**src/rtl/mem_req_queue.sv**
```systemverilog
// In-order load/store request queue between EX and the dcache; one op in flight at a time.
// Define MEM_REQ_QUEUE_STATS_EN to add the stat_loads/stat_stores/stat_stall_cycles counters.
module mem_req_queue #(
  parameter int DEPTH = 8,
  parameter int TAG_W = 5,
  parameter int XLEN  = 32
) (
  input  logic             clock,
  input  logic             reset,
  input  logic             enq_valid,
  output logic             enq_ready,
  input  logic [1:0]       enq_cmd,
  input  logic [XLEN-1:0]  enq_addr,
  input  logic [63:0]      enq_data,
  input  logic [2:0]       enq_size,
  input  logic [TAG_W-1:0] enq_tag,
  input  logic             store_commit,
  input  logic             squash,
  output logic [1:0]       proc2Dcache_command,
  output logic [XLEN-1:0]  proc2Dcache_addr,
  output logic [63:0]      proc2Dcache_data,
  output logic [2:0]       proc2Dcache_size,
  input  logic [63:0]      Dcache_data_out,
  input  logic             finished,
  output logic             ld_valid,
  output logic [TAG_W-1:0] ld_tag,
  output logic [63:0]      ld_data,
  input  logic             ld_ready
`ifdef MEM_REQ_QUEUE_STATS_EN
  ,
  output logic [31:0]      stat_loads,
  output logic [31:0]      stat_stores,
  output logic [31:0]      stat_stall_cycles
`endif
);

  localparam int PTR_W = $clog2(DEPTH);
  localparam int CNT_W = $clog2(DEPTH + 1);

  typedef enum logic [1:0] {IDLE, ISSUE, RESP, GAP} state_t;

  state_t state_reg, state_next;

  logic [PTR_W-1:0] head_reg, tail_reg;
  logic [CNT_W-1:0] count_reg, store_cnt_reg, commit_cnt_reg;
  logic [DEPTH-1:0] is_store_reg;

  logic [XLEN-1:0]  addr_mem [DEPTH];
  logic [63:0]      data_mem [DEPTH];
  logic [2:0]       size_mem [DEPTH];
  logic [TAG_W-1:0] tag_mem  [DEPTH];

  logic [XLEN-1:0]  out_addr_reg;
  logic [63:0]      out_data_reg;
  logic [2:0]       out_size_reg;
  logic [TAG_W-1:0] op_tag_reg;
  logic             op_store_reg;
  logic             drop_reg;
  logic [TAG_W-1:0] ld_tag_reg;
  logic [63:0]      ld_data_reg;

  logic             enq_fire, deq_fire, deq_store, commit_acc, head_ready, in_issue, issue_start;
  logic [CNT_W-1:0] commit_eff, keep_len, seen;
  logic [DEPTH-1:0] live_store;

  assign enq_ready   = (count_reg != CNT_W'(DEPTH));
  assign enq_fire    = enq_valid && enq_ready && (enq_cmd == 2'd1 || enq_cmd == 2'd2) && !squash;
  assign commit_acc  = store_commit && (commit_cnt_reg < store_cnt_reg);
  assign commit_eff  = commit_cnt_reg + CNT_W'(commit_acc);
  assign head_ready  = (count_reg != '0) && (!is_store_reg[head_reg] || commit_cnt_reg != '0);
  assign in_issue    = (state_reg == ISSUE);
  assign issue_start = (state_reg == IDLE) && (state_next == ISSUE);
  // A squashed load in flight has already left the queue, so its completion must not dequeue.
  assign deq_fire    = in_issue && finished && !drop_reg && !(squash && !op_store_reg);
  assign deq_store   = deq_fire && op_store_reg;

  // Store flags viewed from the head, masked to resident entries.
  generate
    for (genvar gi = 0; gi < DEPTH; gi++) begin : g_live
      assign live_store[gi] = is_store_reg[head_reg + PTR_W'(gi)] && (CNT_W'(gi) < count_reg);
    end
  endgenerate

  // Squash keeps everything up to and including the last committed store.
  always_comb begin
    keep_len = '0;
    seen     = '0;
    for (int i = 0; i < DEPTH; i++) begin
      if (live_store[i]) begin
        seen = seen + CNT_W'(1);
        if (seen == commit_eff && commit_eff != '0) keep_len = CNT_W'(i + 1);
      end
    end
  end

  always_ff @(posedge clock) begin
    if (enq_fire) begin
      addr_mem[tail_reg] <= enq_addr;
      data_mem[tail_reg] <= enq_data;
      size_mem[tail_reg] <= enq_size;
      tag_mem[tail_reg]  <= enq_tag;
    end
  end

  always_ff @(posedge clock) begin
    if (reset) begin
      head_reg       <= '0;
      tail_reg       <= '0;
      count_reg      <= '0;
      store_cnt_reg  <= '0;
      commit_cnt_reg <= '0;
      is_store_reg   <= '0;
    end else begin
      if (enq_fire) is_store_reg[tail_reg] <= (enq_cmd == 2'd2);
      head_reg <= head_reg + PTR_W'(deq_fire);
      if (squash) begin
        tail_reg       <= head_reg + keep_len[PTR_W-1:0];
        count_reg      <= keep_len - CNT_W'(deq_fire);
        store_cnt_reg  <= commit_eff - CNT_W'(deq_store);
        commit_cnt_reg <= commit_eff - CNT_W'(deq_store);
      end else begin
        tail_reg       <= tail_reg + PTR_W'(enq_fire);
        count_reg      <= count_reg + CNT_W'(enq_fire) - CNT_W'(deq_fire);
        store_cnt_reg  <= store_cnt_reg + CNT_W'(enq_fire && enq_cmd == 2'd2) - CNT_W'(deq_store);
        commit_cnt_reg <= commit_eff - CNT_W'(deq_store);
      end
    end
  end

  always_ff @(posedge clock) begin
    if (reset) begin
      state_reg    <= IDLE;
      out_addr_reg <= '0;
      out_data_reg <= '0;
      out_size_reg <= '0;
      op_tag_reg   <= '0;
      op_store_reg <= 1'b0;
      drop_reg     <= 1'b0;
      ld_tag_reg   <= '0;
      ld_data_reg  <= '0;
    end else begin
      state_reg <= state_next;
      if (issue_start) begin
        out_addr_reg <= addr_mem[head_reg];
        out_data_reg <= data_mem[head_reg];
        out_size_reg <= size_mem[head_reg];
        op_tag_reg   <= tag_mem[head_reg];
        op_store_reg <= is_store_reg[head_reg];
        drop_reg     <= 1'b0;
      end else if (in_issue && squash && !op_store_reg) begin
        drop_reg <= 1'b1;
      end
      if (in_issue && finished && !op_store_reg && !drop_reg && !squash) begin
        ld_tag_reg  <= op_tag_reg;
        ld_data_reg <= Dcache_data_out;
      end
    end
  end

  always_comb begin
    state_next          = state_reg;
    proc2Dcache_command = 2'd0;
    ld_valid            = 1'b0;
    unique case (state_reg)
      IDLE: begin
        if (head_ready && !squash) state_next = ISSUE;
      end
      ISSUE: begin
        proc2Dcache_command = op_store_reg ? 2'd2 : 2'd1;
        if (finished) state_next = (op_store_reg || drop_reg || squash) ? GAP : RESP;
      end
      RESP: begin
        ld_valid = 1'b1;
        if (ld_ready || squash) state_next = GAP;
      end
      GAP: state_next = IDLE;
      default: state_next = IDLE;
    endcase
  end

  assign proc2Dcache_addr = out_addr_reg;
  assign proc2Dcache_data = out_data_reg;
  assign proc2Dcache_size = out_size_reg;
  assign ld_tag           = ld_tag_reg;
  assign ld_data          = ld_data_reg;

`ifdef MEM_REQ_QUEUE_STATS_EN
  logic [31:0] stat_loads_reg, stat_stores_reg, stat_stall_reg;

  always_ff @(posedge clock) begin
    if (reset) begin
      stat_loads_reg  <= '0;
      stat_stores_reg <= '0;
      stat_stall_reg  <= '0;
    end else if (in_issue) begin
      if (finished && op_store_reg)  stat_stores_reg <= stat_stores_reg + 32'd1;
      if (finished && !op_store_reg) stat_loads_reg  <= stat_loads_reg + 32'd1;
      if (!finished)                 stat_stall_reg  <= stat_stall_reg + 32'd1;
    end
  end

  assign stat_loads        = stat_loads_reg;
  assign stat_stores       = stat_stores_reg;
  assign stat_stall_cycles = stat_stall_reg;
`endif

endmodule

```
**config.mk**
```make
export PLATFORM = sky130hd
export DESIGN_NAME = mem_req_queue
export DESIGN_NICKNAME = d
export VERILOG_FILES = /design/src/rtl/mem_req_queue.sv
export SDC_FILE = /design/constraint.sdc
export NUM_CORES = 1
export LEC_CHECK = 0
export CORE_ASPECT_RATIO = 0.7
export CORE_MARGIN = 3
export CORE_UTILIZATION = 39
export CTS_CLUSTER_DIAMETER = 200
export DETAILED_ROUTE_END_ITERATION = 10
export GPL_ROUTABILITY_DRIVEN = 0
export SLEW_MARGIN = 20
export SYNTH_ARGS = -nofsm -noshare
export SYNTH_HDL_FRONTEND = slang
export SYNTH_SLANG_ARGS = --single-unit
```
**constraint.sdc**
```tcl
create_clock -name clock -period 10 [get_ports clock]
set_input_delay 2 -clock clock [delete_from_list [all_inputs] [get_ports clock]]
set_output_delay 2 -clock clock [all_outputs]
set_load 0.01 [all_outputs]
```
==> qor.yml <==
cp.arrival_ps: 9110
rows: 97
grt_max_degree: 211
skew_ps: 25.3
grt_use_met2_pct: 28.0
grt_usage_pct: 17.7
p_leak_nw: 15.0
synth_cells: 2271
path_buf_inv: 2
fin_crit_sh_pct: 85.3
clock_sinks: 1035
drtIter0Drc: 1600
io_buffers: 348
synthArstFlopShare_pct: 0
die_y_um: 275
post_cts_resized: 0
cts_root_buf: "clkbuf_16"
hold_viol: 0
period_needed_ps: 8530
top_regs: "data_mem x512, addr_mem x256"
cp_common_cell: "ha_1"
final_area_um2: 48600
ir_drop_mv: 0.134
post_synth_num_cell_types: 76
slew_viol_final: 0
setup_viol: 0
vias: 21600
die_w_um: 390
ys_seq_elements: 1035
hpwl_mm: 54.5
met1_usage_pct: 24.4
grt_antenna_before_repair: 18
place_area_um2: 45200
avgSynthCellArea_um2: 17.7
layout-drive-gt1-share_pct: 15.8
path_max_fanout: 55
synth_ff_type: "edfxtp_1"
most-common-layout-cells: "edfxtp_1, clkdlybuf4s50_1, mux4_2"
core_um2: 101000
dp_slack_ps: 1540
area_growth_pct: 20.7
cp-start-kind: "flop"
ant_nets: 0
clock_latency_ps: 690
grt_pass1_vias: 22400
cts_tree: "yes"
avgViaCountPerCell: 5.33
initial_core_util_pct: 39.7
final_core_util_pct: 48.0
status: "finished clean"
slew-limit-headroom_pct: 30.5
layout_setup_ws_ps: 1470
final_common_cell: "edfxtp_1"
post_drt_wl_per_cell_um: 23.5
required_ps: 10580
regMostFlops: "data_mem"
cts_inserted_buffers: 101
syn_area_um2: 40200
timing.hold.ws_ps: 451
firstDrtPassIters: 5
cts.clk_slew.worst_paths_ps: 60
cp_slowest_cell: "dfxtp_4"
largest_reg_flops: 512
htreeDepth: 3
clk_path_buf_depth: 3
dieArea_um2: 107000
ys_seq_area_share_pct: 72.2
fmax_mhz: 117
routed_wl_mm: 95.1
critPathCaptureType: "flop"
met3_usage_pct: 4.91
drcViolationCount: 0
grt_setup_unrepaired: "no"
yosys_warnings: 0
syn_nets: 2487
grt_pass1_wl_mm: 144
hold_class: "reg -> reg"
tightest_slew_ps: 1040
fin_nets: 2834
grt_overflow_total: 0
synth-edff-count: 832
grt-busiest-layer: "met2"
final.setup.tns_ps: 0
path_class: "reg -> reg"
slowest_delay_ps: 890
ctsHoldBuffers: 0
cts_setup_buffers: 0
io_pins: 349
max_cap_violations: 0
crit_family: "adder cells"
p_per_area_nw_per_um2: 190
[report_power, final]
part	switching, mW	internal, mW	leakage (nW)
logic	0.363	0.345	4.26
clock network	1.61	2.09	1.58
registers	0.0563	4.75	9.15
total	2.03	7.18	15.0
[worst min-delay path: stages (launching register included)]
cell and delay, ps:
dfxtp_1 300, nand2_1 50, a21oi_1 50
[synthesized netlist by cell type, types with 14 or more instances]
master    number  area, µm²
edfxtp_1     832      25000
mux4_2       214       4820
dfxtp_1      203       4060
nand2_1      173        649
nor2_1       145        544
mux2i_1      117       1170
a211oi_1     107        803
clkbuf_1     105        394
a21oi_1       93        465
ha_1          36        450
xnor2_1       29        254
inv_1         25       93.8
buf_1         23       86.3
o21ai_0       15       75.1
nor3_1        14       70.1
[path summary, 6_finish.rpt]
check / start / depth (start not counted) / end / slack (ps)
worst max-delay path: head_reg[1] / 30 / tail_reg[2] / 1470
worst min-delay path: ld_data[45] / 2 / ld_data[45] / 450
worst max register to register: head_reg[1] / 30 / tail_reg[2] / 1470
worst min register to register: ld_data[45] / 2 / ld_data[45] / 450
[kinds of logic (layout without fill, tap and decap cells)]
group / after synthesis / count (layout) / synth area share, %
compound gates: 254 / 254 / 4.19
buf+inv: 159 / 593 / 1.57
fa+ha+maj: 39 / 39 / 1.27
mux: 337 / 337 / 15.1
xor+xnor: 50 / 50 / 1.41
other cells: 0 / 6 / 0
simple gates: 397 / 397 / 4.25
flops: 1035 / 1035 / 72.2
[area by class of cell]
type	count	area [µm²]
diodes	6	15.0
clock buffers	143	2830
clock inverters	47	427
fillers	8464	52700
inverters	26	97.6
multi-input cells	1077	10600
flip-flops and latches	1035	29100
well taps	1336	1670
repair buffers	377	3840
[stage by stage]
| step | instances | power (mW) |
|---|---|---|
| floorplan | 2271 | 5.25 |
| global placement | 3848 | 5.59 |
| detailed placement | 3848 | 5.61 |
| CTS | 4038 | 9.33 |
| global route | 4043 | 9.57 |
| finish | 4047 | 9.21 |
[layer usage]
layer / part of all wire, % / vias to the layer above / wire [µm]
met4: 2.3 / 16 / 2140
met3: 6.6 / 151 / 6260
met5: 0.12 / - / 114
li1: - / 9625 / -
met1: 44 / 11300 / 41800
met2: 47 / 514 / 44800
(Power assumes the default switching activity.)
==> patch 1 (same flow settings) <==
The parameter `XLEN` goes from 32 to 16.
--- a/src/rtl/mem_req_queue.sv
+++ b/src/rtl/mem_req_queue.sv
@@ -5,3 +5,3 @@
   parameter int TAG_W = 5,
-  parameter int XLEN  = 32
+  parameter int XLEN  = 16
 ) (
Interface: changed (resized enq_addr and proc2Dcache_addr); port bits go from 349 to 317. No check against the original RTL was run, so the function may have changed too.
==> patch 1 against the unedited design <==
  * Worst setup slack got worse by 0.088 ns
  * Power decreased by 13%
  * Synthesized area decreased by 13%
  * First-iteration DRC count decreased by 16%
  * Routed wire length decreased by 12%
  * Die area decreased by 13%
  * Maximum frequency decreased by 1.0%
  * Final area decreased by 13%
  * Core utilization decreased by 0.081 points
  * Sequential cell count decreased by 144
  * Non-clock buffer count decreased by 32
  * Highest routed layer unchanged
==> patch 1: results (changes against the unedited design) <==
[grt]
antenna_found_initial = 13  ; was 18
grt_max_degree = 179  ; was 211
grt_pass1_wl_um = 127000  ; was 144000 µm
groute.usage.overall_pct = 17.9  ; was 17.7%

[synthesis]
ys_top_cells_by_area = edfxtp_1 60%, mux4_2 12%, dfxtp_1 11%  ; was edfxtp_1 62%, mux4_2 12%, dfxtp_1 10%
ys_types = 68  ; was 76
yosysSeqAreaShare_pct = 71.2  ; was 72.2%
syn_nets = 2245  ; was 2487
synth_edf_count = 704  ; was 832
synthTopCellsByCount = 704 x edfxtp_1, 187 x dfxtp_1, 186 x mux4_2, 168 x nand2_1, 132 x nor2_1  ; was 832 x edfxtp_1, 214 x mux4_2, 203 x dfxtp_1, 173 x nand2_1, 145 x nor2_1

[worst_setup_path]
critPathMaxStageDelay_ns = 0.93  ; was 0.89 ns
critPathMaxFanout = 57  ; was 55
crit_arrival_ns = 9.16  ; was 9.11 ns

[power]
switchingPower_uw = 1770  ; was 2030 µW
p_leak_uw = 0.0131  ; was 0.0150 µW
vdd_ir_drop_max_uv = 148  ; was 134 µV

[finish]
drive_gt1_share_pct = 15.6  ; was 15.8%
fillers = 7375  ; was 8464
top_regs = data_mem x512, addr_mem x128  ; was data_mem x512, addr_mem x256
final_nets = 2559  ; was 2834

[place]
place_area_um2 = 39500  ; was 45200 µm²
port_buffers = 316  ; was 348

[clock_network]
cts_made_buffers = 88  ; was 101
clock_latency_ns = 0.65  ; was 0.69 ns

[route]
vias_per_cell = 5.34  ; was 5.33
drtIter0Drc = 1352  ; was 1600

[sta]
maxSlewHeadroom_pct = 31.8  ; was 30.5%
fin_skew_ns = 0.0259  ; was 0.0253 ns

[run_status]
status = finished, final reports clean  ; unchanged

[patch 1: cell families (layout without fill, tap and decap cells)]
kind of cell / count (synthesis) / count (layout) / share of synthesized area (%)
AOI/OAI and AO/OA: 241 / 241 / 4.52
xor gates and xnor gates: 47 / 47 / 1.36
adders and majority gates: 38 / 38 / 1.42
buffers and inverters: 153 / 542 / 1.70
DFF: 891 / 891 / 71.2
muxes: 296 / 296 / 15.2
other: 0 / 1 / 0
and+or+nand+nor: 380 / 380 / 4.64
[patch 1: final timing paths]
path | slack (ns) | start | cells past startpoint | end
setup / recovery | 1.38 | head_reg[1] | 36 | tail_reg[2]
setup reg to reg | 1.38 | head_reg[1] | 36 | tail_reg[2]
hold / removal | 0.46 | ld_tag[1] | 2 | ld_tag[1]
hold reg to reg | 0.46 | ld_tag[1] | 2 | ld_tag[1]
[patch 1: metrics by stage]
step	power (µW)	cells	setup slack, ns
detailed placement	4820	3431	1.41
floorplan	4510	2046	0.398
CTS	8110	3596	1.43
global placement	4800	3431	1.60
global route	8300	3597	0.792
finish	8000	3598	1.38
[patch 1: final cells by class]
type | instances | area, µm² | share of cell area [%]
timing repair buffer | 345 | 3460 | 8.18
inverter | 32 | 120 | 0.283
sequential | 891 | 24900 | 58.7
multi-input combinational | 1002 | 9560 | 22.6
clock inverter | 41 | 373 | 0.880
tap | 1162 | 1450 | 3.43
antenna | 1 | 2.50 | 0.00590
clock buffer | 124 | 2510 | 5.93
[patch 1: power by group through the flow]
stage               combinational, µW  sequential, µW  clock, µW
detailed placement                608            4210          0
global placement                  598            4210          0
floorplan                         287            4220          0
finish                            602            4130       3270
CTS                               611            4130       3370
global route                      659            4140       3510
[patch 1: routing by layer]
layer	GRT usage (%)	part of all wire [%]
met5	0	0.17
met4	3.85	1.6
met3	4.49	6.4
met2	28.2	47
met1	25.1	44
[patch 1: worst max-delay path: cells and delay by family (launching register included)]
kind                       cells  cell delay (ns)
DFF                            1             0.93
buffers and inverters          6             0.68
muxes                          1             0.56
xor gates and xnor gates       3             0.49
adders and majority gates      9             3.04
AOI/OAI and AO/OA              9             1.42
and+or+nand+nor                8             1.39
==> patch 2 (config.mk and constraints unchanged) <==
Made on the original files. The 4 states of `state_t` get a Gray code encoding in 2 bits.
--- a/src/rtl/mem_req_queue.sv
+++ b/src/rtl/mem_req_queue.sv
@@ -39,3 +39,3 @@
 
-  typedef enum logic [1:0] {IDLE, ISSUE, RESP, GAP} state_t;
+  typedef enum logic [1:0] {IDLE = 2'b00, ISSUE = 2'b01, RESP = 2'b11, GAP = 2'b10} state_t;
 
Behaviour: same outputs for any inputs over 4 cycles, from zero or initial values and one cycle with reset high; so few cycles prove little.
==> patch 2 against the unedited design <==
  * Clock power up 1%
  * Routed wire length down 1.3%
  * Power down 0.28%
  * Hold slack better by 0.0028 ns
  * Final area about the same
  * First-iteration DRC count down 8.8%
  * Synthesized cell count about the same
  * Die area about the same
  * Global-route usage down 0.30 points
  * Sequential cell count unchanged
  * Synthesized area about the same
  * Worst setup slack better by 0.16 ns
  * Critical path depth up 6
  * Largest cell class unchanged
  * Largest power group unchanged
==> patch 2: results (changes against the unedited design) <==
[run_status]
status = finished, final reports clean  ; unchanged

[place]
dp_hpwl_um = 52700  ; was 54500 µm
pre_cts_slack_ns = 1.62  ; was 1.54 ns
place_area_um2 = 45200  ; about the same

[route]
route.met3.wl_um = 5730  ; was 6260 µm
drtIter0Drc = 1459  ; was 1600
wl_met1_um = 41500  ; was 41800 µm
wl_met2_um = 44400  ; was 44800 µm
wirelength_um = 93800  ; was 95100 µm

[grt]
grt_max_degree = 162  ; was 211
grt_pass1_vias = 22200  ; was 22400
groute.usage.overall_pct = 17.4  ; was 17.7%
grtUsageMet1_pct = 23.9  ; was 24.4%
use_met3_pct = 4.87  ; was 4.91%
grt_pass1_wl_um = 141000  ; was 144000 µm
antenna_found_initial = 15  ; was 18
grt_util_met2_pct = 27.7  ; was 28.0%

[worst_setup_path]
critPathMaxFanout = 161  ; was 55
reg2reg_depth = 36  ; was 30
reg2reg_from = head_reg[1]  ; unchanged
endpoint = tail_reg[2]  ; unchanged
critPathMaxStageDelay_ns = 0.73  ; was 0.89 ns
cpMaxStageDelayCell = buf_12  ; was dfxtp_4
required_ns = 10.51  ; was 10.58 ns

[hold_path]
min_path_cells = 2  ; unchanged
whs_endpoint = ld_data[30]  ; was ld_data[45]
hp-start = ld_data[30]  ; was ld_data[45]

[synthesis]
synth-compound-area-share_pct = 4.24  ; was 4.19%
synth_fa_ha_area_share_pct = 1.27  ; about the same
synthTopCellsByCount = 832 x edfxtp_1, 215 x mux4_2, 203 x dfxtp_1, 160 x nand2_1, 148 x nor2_1  ; was 832 x edfxtp_1, 214 x mux4_2, 203 x dfxtp_1, 173 x nand2_1, 145 x nor2_1
syn_nets = 2485  ; was 2487
ys_types = 72  ; was 76
synth_edf_count = 832  ; unchanged
ys_top_cells_by_area = edfxtp_1 62%, mux4_2 12%, dfxtp_1 10%  ; unchanged
syn-mean-instance-area_um2 = 17.7  ; about the same
yosysSeqAreaShare_pct = 72.2  ; about the same
synthXorXnorAreaFrac_pct = 1.21  ; was 1.41%
synthMuxAreaShare_pct = 15.3  ; was 15.1%

[sta]
tightestPinTransition_ns = 1.06  ; was 1.04 ns
hold_ws_ns = 0.454  ; was 0.451 ns
period_share_pct = 83.7  ; was 85.3%
setup_viol = 0  ; unchanged
fin_skew_ns = 0.0416  ; was 0.0253 ns

[finish]
final_nets = 2831  ; was 2834
drive_gt1_share_pct = 15.9  ; was 15.8%
final_cells = 4043  ; was 4047
fillers = 8411  ; was 8464
largest_reg_flops = 512  ; unchanged

[power]
vdd_ir_drop_max_uv = 144  ; was 134 µV
p_leak_uw = 0.0151  ; was 0.0150 µW

[clock_network]
post_cts_buffers = 0  ; unchanged
cts_made_buffers = 100  ; was 101
clkTransAtPathRegs_ns = 0.06  ; about the same

patch 2: cell types whose count changed after synthesis, moves of 5 or more:
cell / unedited run / this run
inv_1: 25 / 34
o21ai_0: 15 / 10
nand2_1: 173 / 160
xnor2_1: 29 / 24
a21oi_1: 93 / 88
buf_2: 0 / 5
patch 2: cells by family after synthesis:
group | Yosys count
adders and majority gates | 39
AOI/OAI and AO/OA | 253
and+or+nand+nor | 385
buffers and inverters | 170
DFF | 1035
xor gates and xnor gates | 44
muxes | 343
patch 2: area by class of cell:
class / instances / area [µm²] / share of cell area [%]
tap: 1336 / 1670 / 3.44
clock inverter: 41 / 402 / 0.827
sequential: 1035 / 29100 / 59.8
timing repair buffer: 380 / 3820 / 7.87
clock buffer: 148 / 2910 / 5.98
antenna: 5 / 12.5 / 0.0258
inverter: 34 / 128 / 0.263
multi-input combinational: 1064 / 10600 / 21.8
patch 2: where the power goes:
part	switching [µW]	total, µW	internal [µW]
clock	1620	3750	2130
combinational	331	645	314
sequential	49.5	4790	4740
total	2000	9180	7180
